File: src/rtl/sig_dump_ctrl_pkg.sv
// Shared constants for the signature dump engine:
// FSM state codes, fail codes, default map addresses, timer width.
package sig_dump_ctrl_pkg;

   localparam logic [3:0] ST_IDLE      = 4'd0;
   localparam logic [3:0] ST_POLL_WAIT = 4'd1;
   localparam logic [3:0] ST_POLL_RD   = 4'd2;
   localparam logic [3:0] ST_RD_BEGIN  = 4'd3;
   localparam logic [3:0] ST_RD_END    = 4'd4;
   localparam logic [3:0] ST_CHECK     = 4'd5;
   localparam logic [3:0] ST_RD_WORD   = 4'd6;
   localparam logic [3:0] ST_EMIT      = 4'd7;
   localparam logic [3:0] ST_DONE      = 4'd8;
   localparam logic [3:0] ST_FAIL      = 4'd9;

   localparam logic [1:0] SIG_FAIL_NONE    = 2'b00;
   localparam logic [1:0] SIG_FAIL_ORDER   = 2'b01;
   localparam logic [1:0] SIG_FAIL_RANGE   = 2'b10;
   localparam logic [1:0] SIG_FAIL_TIMEOUT = 2'b11;

   localparam logic [31:0] SIG_DEF_FLAG_ADDR  = 32'h10;
   localparam logic [31:0] SIG_DEF_BEGIN_ADDR = 32'h08;
   localparam logic [31:0] SIG_DEF_END_ADDR   = 32'h0C;

   localparam int unsigned SIG_TMR_W = 32;

endpackage

File: src/rtl/sig_dump_ctrl_timer.sv
// Timeout counter: clr zeroes, en counts, expired fires on the
// cycle that would reach TIMEOUT_CYCLES (never when TIMEOUT_CYCLES=0).
// Ports: clk, rst, clr, en -> expired.
module sig_dump_ctrl_timer
   import sig_dump_ctrl_pkg::*;
#(
   parameter int unsigned TIMEOUT_CYCLES = 25000
) (
   input  logic clk,
   input  logic rst,
   input  logic clr,
   input  logic en,
   output logic expired
);

   localparam logic [SIG_TMR_W-1:0] LAST =
      SIG_TMR_W'(TIMEOUT_CYCLES - 1);
   localparam bit ENABLED = (TIMEOUT_CYCLES != 0);

   logic [SIG_TMR_W-1:0] cnt_q;
   logic [SIG_TMR_W-1:0] cnt_d;

   always_comb begin
      cnt_d = cnt_q;
      if (clr)
         cnt_d = '0;
      else if (en)
         cnt_d = cnt_q + 1'b1;
   end

   always_ff @(posedge clk or posedge rst) begin
      if (rst)
         cnt_q <= '0;
      else
         cnt_q <= cnt_d;
   end

   assign expired = ENABLED && en && !clr && (cnt_q == LAST);

endmodule

File: src/rtl/sig_dump_ctrl.sv
// Compliance-signature dump engine: polls an end-of-test flag, fetches
// the [begin,end) pointers, reads each word and streams it out.
// Ports: clk/rst, start/abort control; mem_req/mem_addr/mem_rvalid/
// mem_rdata read port; sig_valid/sig_ready/sig_data/sig_last stream;
// busy/done/fail/fail_code/word_count status.
module sig_dump_ctrl
   import sig_dump_ctrl_pkg::*;
#(
   parameter int unsigned DATA_WIDTH     = 32,
   parameter int unsigned ADDR_WIDTH     = 32,
   parameter logic [ADDR_WIDTH-1:0] FLAG_ADDR  =
      ADDR_WIDTH'(SIG_DEF_FLAG_ADDR),
   parameter logic [ADDR_WIDTH-1:0] BEGIN_ADDR =
      ADDR_WIDTH'(SIG_DEF_BEGIN_ADDR),
   parameter logic [ADDR_WIDTH-1:0] END_ADDR   =
      ADDR_WIDTH'(SIG_DEF_END_ADDR),
   parameter logic [DATA_WIDTH-1:0] FLAG_VALUE = DATA_WIDTH'(1),
   parameter int unsigned POLL_INTERVAL  = 16,
   parameter int unsigned MAX_WORDS      = 1024,
   parameter int unsigned TIMEOUT_CYCLES = 25000
) (
   input  logic                  clk,
   input  logic                  rst,
   input  logic                  start,
   input  logic                  abort,
   output logic                  mem_req,
   output logic [ADDR_WIDTH-1:0] mem_addr,
   input  logic                  mem_rvalid,
   input  logic [DATA_WIDTH-1:0] mem_rdata,
   output logic                  sig_valid,
   input  logic                  sig_ready,
   output logic [DATA_WIDTH-1:0] sig_data,
   output logic                  sig_last,
   output logic                  busy,
   output logic                  done,
   output logic                  fail,
   output logic [1:0]            fail_code,
   output logic [15:0]           word_count
);

   localparam int unsigned BYTES = DATA_WIDTH / 8;
   localparam int unsigned LSB   = $clog2(BYTES);
   localparam logic [ADDR_WIDTH-1:0] STEP  = ADDR_WIDTH'(BYTES);
   localparam logic [ADDR_WIDTH-1:0] AMASK = ADDR_WIDTH'(BYTES - 1);
   localparam logic [ADDR_WIDTH-1:0] MAXW  = ADDR_WIDTH'(MAX_WORDS);
   localparam logic [15:0] PI_LAST = 16'(POLL_INTERVAL - 1);

   logic [3:0]            state_q, state_d;
   logic                  pend_q, pend_d;
   logic [15:0]           wait_q, wait_d;
   logic [ADDR_WIDTH-1:0] beg_q, beg_d;
   logic [ADDR_WIDTH-1:0] end_q, end_d;
   logic [ADDR_WIDTH-1:0] addr_q, addr_d;
   logic [DATA_WIDTH-1:0] data_q, data_d;
   logic                  done_q, done_d;
   logic                  fail_q, fail_d;
   logic [1:0]            code_q, code_d;
   logic [15:0]           cnt_q, cnt_d;

   logic                  tmr_clr;
   logic                  tmr_exp;
   logic                  is_busy;
   logic                  rd_ok;
   logic                  is_last;
   logic [ADDR_WIDTH-1:0] span;
   logic                  misalign;
   logic                  too_big;
   logic [ADDR_WIDTH-1:0] rd_ptr;

   assign is_busy = (state_q != ST_IDLE) &&
                    (state_q != ST_DONE) &&
                    (state_q != ST_FAIL);

   // Only a response to our own outstanding read is consumed.
   assign rd_ok    = pend_q && mem_rvalid;
   assign rd_ptr   = ADDR_WIDTH'(mem_rdata);
   assign is_last  = (addr_q + STEP) == end_q;
   assign span     = end_q - beg_q;
   assign misalign = ((beg_q & AMASK) != '0) ||
                     ((end_q & AMASK) != '0);
   assign too_big  = (span >> LSB) > MAXW;

   sig_dump_ctrl_timer #(
      .TIMEOUT_CYCLES(TIMEOUT_CYCLES)
   ) u_timer (
      .clk    (clk),
      .rst    (rst),
      .clr    (tmr_clr),
      .en     (is_busy),
      .expired(tmr_exp)
   );

   always_comb begin
      state_d  = state_q;
      pend_d   = pend_q;
      wait_d   = wait_q;
      beg_d    = beg_q;
      end_d    = end_q;
      addr_d   = addr_q;
      data_d   = data_q;
      done_d   = done_q;
      fail_d   = fail_q;
      code_d   = code_q;
      cnt_d    = cnt_q;
      tmr_clr  = 1'b0;
      mem_req  = 1'b0;
      mem_addr = '0;

      if (abort) begin
         state_d = ST_IDLE;
         pend_d  = 1'b0;
         done_d  = 1'b0;
         fail_d  = 1'b0;
         code_d  = SIG_FAIL_NONE;
      end else if (start && !is_busy) begin
         state_d = ST_POLL_RD;
         pend_d  = 1'b0;
         done_d  = 1'b0;
         fail_d  = 1'b0;
         code_d  = SIG_FAIL_NONE;
         cnt_d   = '0;
         tmr_clr = 1'b1;
      end else if (tmr_exp) begin
         // Wins over any rvalid or handshake in the same cycle.
         state_d = ST_FAIL;
         pend_d  = 1'b0;
         fail_d  = 1'b1;
         code_d  = SIG_FAIL_TIMEOUT;
      end else begin
         case (state_q)
            ST_POLL_WAIT: begin
               wait_d = wait_q + 1'b1;
               if (wait_q == PI_LAST)
                  state_d = ST_POLL_RD;
            end
            ST_POLL_RD: begin
               if (!pend_q) begin
                  mem_req  = 1'b1;
                  mem_addr = FLAG_ADDR;
                  pend_d   = 1'b1;
               end else if (rd_ok) begin
                  pend_d = 1'b0;
                  wait_d = '0;
                  if (mem_rdata == FLAG_VALUE)
                     state_d = ST_RD_BEGIN;
                  else
                     state_d = ST_POLL_WAIT;
               end
            end
            ST_RD_BEGIN: begin
               if (!pend_q) begin
                  mem_req  = 1'b1;
                  mem_addr = BEGIN_ADDR;
                  pend_d   = 1'b1;
               end else if (rd_ok) begin
                  pend_d  = 1'b0;
                  beg_d   = rd_ptr;
                  state_d = ST_RD_END;
               end
            end
            ST_RD_END: begin
               if (!pend_q) begin
                  mem_req  = 1'b1;
                  mem_addr = END_ADDR;
                  pend_d   = 1'b1;
               end else if (rd_ok) begin
                  pend_d  = 1'b0;
                  end_d   = rd_ptr;
                  state_d = ST_CHECK;
               end
            end
            ST_CHECK: begin
               if (end_q < beg_q) begin
                  state_d = ST_FAIL;
                  fail_d  = 1'b1;
                  code_d  = SIG_FAIL_ORDER;
               end else if (misalign || too_big) begin
                  state_d = ST_FAIL;
                  fail_d  = 1'b1;
                  code_d  = SIG_FAIL_RANGE;
               end else if (end_q == beg_q) begin
                  state_d = ST_DONE;
                  done_d  = 1'b1;
               end else begin
                  addr_d  = beg_q;
                  state_d = ST_RD_WORD;
               end
            end
            ST_RD_WORD: begin
               if (!pend_q) begin
                  mem_req  = 1'b1;
                  mem_addr = addr_q;
                  pend_d   = 1'b1;
               end else if (rd_ok) begin
                  pend_d  = 1'b0;
                  data_d  = mem_rdata;
                  state_d = ST_EMIT;
               end
            end
            ST_EMIT: begin
               if (sig_ready) begin
                  cnt_d  = cnt_q + 1'b1;
                  addr_d = addr_q + STEP;
                  if (is_last) begin
                     state_d = ST_DONE;
                     done_d  = 1'b1;
                  end else begin
                     state_d = ST_RD_WORD;
                  end
               end
            end
            default: ;
         endcase
      end
   end

   always_ff @(posedge clk or posedge rst) begin
      if (rst) begin
         state_q <= ST_IDLE;
         pend_q  <= 1'b0;
         wait_q  <= '0;
         beg_q   <= '0;
         end_q   <= '0;
         addr_q  <= '0;
         data_q  <= '0;
         done_q  <= 1'b0;
         fail_q  <= 1'b0;
         code_q  <= SIG_FAIL_NONE;
         cnt_q   <= '0;
      end else begin
         state_q <= state_d;
         pend_q  <= pend_d;
         wait_q  <= wait_d;
         beg_q   <= beg_d;
         end_q   <= end_d;
         addr_q  <= addr_d;
         data_q  <= data_d;
         done_q  <= done_d;
         fail_q  <= fail_d;
         code_q  <= code_d;
         cnt_q   <= cnt_d;
      end
   end

   assign sig_valid  = (state_q == ST_EMIT);
   assign sig_data   = data_q;
   assign sig_last   = sig_valid && is_last;
   assign busy       = is_busy;
   assign done       = done_q;
   assign fail       = fail_q;
   assign fail_code  = code_q;
   assign word_count = cnt_q;

endmodule
File: config.mk
export PLATFORM = sky130hd
export DESIGN_NAME = sig_dump_ctrl
export DESIGN_NICKNAME = d
export VERILOG_FILES = /design/src/rtl/sig_dump_ctrl_pkg.sv /design/src/rtl/sig_dump_ctrl_timer.sv /design/src/rtl/sig_dump_ctrl.sv
export SDC_FILE = /design/constraint.sdc
export NUM_CORES = 1
export LEC_CHECK = 0
export CORE_MARGIN = 3
export CORE_UTILIZATION = 45
export DETAILED_ROUTE_END_ITERATION = 12
export GPL_ROUTABILITY_DRIVEN = 0
export PLACE_DENSITY = 0.64
export SETUP_SLACK_MARGIN = 0.4
export SKIP_LAST_GASP = 1
export SLEW_MARGIN = 25
export SYNTH_ARGS = -nofsm -noshare
export SYNTH_HDL_FRONTEND = slang
export SYNTH_SLANG_ARGS = --single-unit
File: constraint.sdc
create_clock -name clk -period 8.74 [get_ports clk]
set_input_delay 1.748 -clock clk [delete_from_list [all_inputs] [get_ports clk]]
set_output_delay 1.748 -clock clk [all_outputs]
set_load 0.005 [all_outputs]
==> flow_results.org <==
** Pwr
- Of the total power, combinational logic draws 0.055.
- Summed over all cells, the static leakage comes to 6.76 nW.
- The internal portion of the total power is 0.00155 W.
- Of the total power, registers draw 0.470.
- Share of total power in the clock network :: 0.475
- The analysis attributes to net switching a power of 0.000480 W.
- Worst IR drop on VDD :: 0.137 mV
- Fraction of power spent switching nets :: 0.236
- Dividing total power by cell area gives a power density of 135 nW/um2.
- Total power :: 0.00203 W

** Logic synthesis
- The share of the Yosys chip area taken by registers is 0.392.
- Largest cells by area after synthesis :: dfrtp_1, mux2_2, nand2_1
- The largest total area in the synthesized netlist belongs to dfrtp_1.
- Yosys printed 0 warnings.
- Number of different library cells in the post-synthesis netlist :: 78
- Flip-flop cell with the highest count after synthesis :: dfrtp_1
- Cell area after synthesis :: roughly 13000 um2
- Most frequent cells after synthesis :: dfrtp_1, nand2_1, nor2_1
- In the synthesized netlist the async set-or-reset flop fraction comes to 1.00.
- Synthesis inferred 201 register bits.
- Yosys instantiated no cell more often than dfrtp_1.
- Counting flops with a built-in enable in the synthesized netlist gives 0.
- Post-synth top area share :: 0.392
- Averaged over all synthesized cells, the footprint is 8.96 um2.
- When the netlist entered floorplanning its net count stood at 1505.
- Syn Inst Count :: 1431

** Cells and area
- In the final layout, the multi-input gates occupy 7290 um2.
- Reg area :: ~5000 um2
- Synthesis-to-layout area growth :: 17.8%
- The layout has 2610 filler cells.
- The final layout contains 1591 nets.
- In the final layout, the share of cells above drive strength 1 is 0.114.
- The number of antenna diodes in the final layout is 0.
- Post-route cell area :: between 15000 and 20000 um2

** Worst setup path
- Worst Path Required :: between 6 and 7 ns
- Along the worst path, the maximum fanout reaches 9.
- Origin of the critical flop-to-flop path :: beg_q[6]
- Worst Setup Path Type :: reg2out
- R2R Setup Slk :: around 3.7 ns
- Type of destination of the critical path :: output port
- The number of cells on the worst reg-to-reg path is 14.
- Capturing point of the worst reg2reg path :: addr_q[13]
- Critical path arrival :: 4.75 ns
- Critical Path Source Type :: register

** Timing
- For the final database, setup skew stands at between 0.02 and 0.03 ns.
- Static timing analysis puts the maximum clock frequency at 154 MHz.
- Once routing completed, OpenROAD measured the worst setup slack at 2.24 ns.
- Count of final hold-check violations :: 0
- Final min period :: 6.50 ns
- The final count of pins violating max slew was 0.
- After routing, the total negative slack on setup checks comes to 0 ns.
- At the pin with the least slew margin, the transition time is about 1.0 ns.
- Count of endpoints failing setup in the final report :: 0
- Of the available clock period, the critical path in the final layout requires 0.744.
- Measured against its own limit, the worst slew margin works out to 0.310.
- Unrepaired setup endpoints after global routing :: false

** GRT
- Number of antenna violations at the first check in global routing :: 0
- Entering global routing, the biggest net connects between 100 and 150 pins.
- Global-route usage over all layers :: 0.240
- The number of global-route vias before repair is 10972.
- Total global routing overflow :: 0
- The first global-routing pass estimated 60100 um of wire.

** Floorplan
- Area of the core :: 27900 um2
- For this configuration, the core starts out at a cell density of 0.459.
- In this run the horizontal extent of the chip is 175 um.
- Overall die area :: a little over 30000 um2
- During I/O placement, the number of pins put on the boundary was 126.
- Placement Rows :: 61
- Vertical die dimension :: around 170 um

** Clock network
- Clock tree synthesis found a total of 201 sinks.
- CTS built an H-tree with a depth of 1.
- Post-CTS setup repair buffer count :: 0
- Resize count post-CTS :: 0
- The longest clock path from root to sink contains 3 buffers.
- Buffers inserted during clock tree synthesis total 23.
- Clk_lat worst skew :: around 0.53 ns
- Hold repair after CTS inserted 0 buffers.
- Clk pin slew, worst setup/hold paths :: 0.07 ns
- Clk root buf :: clkbuf_16
- CTS tree :: yes

** Place
- Buffers placed on the I/O ports in this run total around 130.
- Placed wire-length estimate :: ~27000 um
- Post-Place Worst Slack :: 2.69 ns
- The placed instances occupy a cell area of 14400 um2.

** Min path
- The worst hold path terminates at done.
- Cells on Worst Hold Path :: 2
- HP Class :: reg2reg
- In this run the most critical hold path is launched from done.

** Job
- The tool flagged a number of max-cap violations equal to 0.

** Detailed routing
- In the final routed layout, each cell accounts on average for 19.5 um.
- Detailed routing inserted a total of 11383 vias.
- Wires add up to about 37000 um.
- The pre-antenna-repair detailed-routing pass consisted of 5 iterations.
- Via count normalized by instance count :: a little under 6
- For this block, the initial DRC count from the detailed router was 1145.
- The count of nets left with antenna violations once routing finished came out at 0.
- After detailed routing, the number of remaining DRC violations is 0.

** Run status
- Outcome :: finished, final reports clean
-- cells in the final DEF (no fill, tap or decap), types with 8 or more instances in the layout --
master and instances:
nand2b_1 11, dfrtp_1 201, and3_1 28, and4_1 8, nor3_1 24, mux2i_1 8
nand2_1 132, o22ai_1 13, nand4_1 42, or3_1 15, inv_1 52, o21a_1 11
o31ai_1 11, mux2_2 99, nand3_1 67, o211ai_1 11, clkdlybuf4s50_1 125, and2_1 30
xor2_1 55, a211oi_1 13, a221oi_1 10, a21oi_1 98, ha_1 36, clkbuf_1 8
nor4_1 26, xnor2_1 32, a211o_1 8, nor2b_1 12, nor2_1 117, a21o_1 10
clkbuf_16 23, buf_4 13, o21ai_0 63
-- power groups by stage --
stage | sequential [W] | combinational (W) | clock, W
finish | 0.000955 | 0.000112 | 0.000965
global placement | 0.000971 | 0.000112 | 0
detailed placement | 0.000971 | 0.000113 | 0
floorplan | 0.000968 | 0.0000612 | 0
global route | 0.000957 | 0.000126 | 0.00102
CTS | 0.000954 | 0.000113 | 0.000989
-- registers in the layout, summed over array words and instances (netlist names) --
signal and cells:
wait_q 16, u_timer.cnt_q 32, addr_q 32, state_q 4, done 1, fail 1, sig_data 32, beg_q 32
end_q 32, pend_q 1, fail_code 2, word_count 16
-- per-layer routing --
metal  share of wire  global-route usage  up-vias  routed length (um)
li1                -                   -     5386                   -
met1            0.47               0.344     5544               17300
met2            0.45               0.385      390               16800
met3           0.055              0.0298       63                2050
met4           0.029              0.0678        0                1100
met5               0                   0        -                   0
-- worst max-delay path, stage by stage (launching register included) --
cell	delay, ns
dfrtp_1	0.51
ha_1	0.35
and3_1	0.36
nand4_2	0.31
nor3_1	0.50
nand2_1	0.18
xor2_1	0.16
a21oi_1	0.10
or3_1	0.37
or4_4	0.58
nor2_1	0.23
clkdlybuf4s50_1	0.55
-- worst max-delay path by stage --
| stage | start | end | slack (ns) | depth (start not counted) |
|---|---|---|---|---|
| 2_1_floorplan | rst | addr_q[0] | 1.51 | 1 |
| 3_3_place_gp | abort | mem_addr[31] | 2.77 | 8 |
| 3_5_place_dp | abort | mem_addr[24] | 2.69 | 8 |
| 4_1_cts | addr_q[2] | sig_last | 2.31 | 11 |
| 5_1_grt | addr_q[2] | sig_last | 1.98 | 11 |
| 6_report | addr_q[2] | sig_last | 2.24 | 11 |
-- per-stage QoR --
| step | cells | hold slack, ns | util |
|---|---|---|---|
| 2_1_floorplan | 1431 | 0.451 | - |
| 3_3_place_gp | 1870 | 0.466 | 0.514 |
| 3_5_place_dp | 1870 | 0.471 | 0.514 |
| 4_1_cts | 1912 | 0.484 | 0.541 |
| 5_1_grt | 1912 | 0.509 | 0.541 |
| 6_report | 1912 | 0.481 | 0.541 |
-- area by class of cell --
class	count	area share
Tap cell	378	0.0313
Clock inverter	8	0.00654
Inverter	56	0.0144
Clock buffer	34	0.0428
Sequential cell	201	0.333
Multi-Input combinational cell	1097	0.483
Timing Repair Buffer	138	0.0893
-- cell families (layout without fill, tap and decap cells) --
| family | Yosys count | count (layout) | share of synthesized area |
|---|---|---|---|
| buffers and inverters | 133 | 236 | 0.0409 |
| AO/OA/AOI/OAI | 320 | 320 | 0.162 |
| AND/OR/NAND/NOR | 547 | 547 | 0.217 |
| adder cells (fa/ha/maj) | 36 | 36 | 0.0351 |
| XOR/XNOR | 87 | 87 | 0.0594 |
| flip-flops | 201 | 201 | 0.392 |
| multiplexers | 107 | 107 | 0.0932 |
Note: power is estimated with default switching activity, not from simulation.
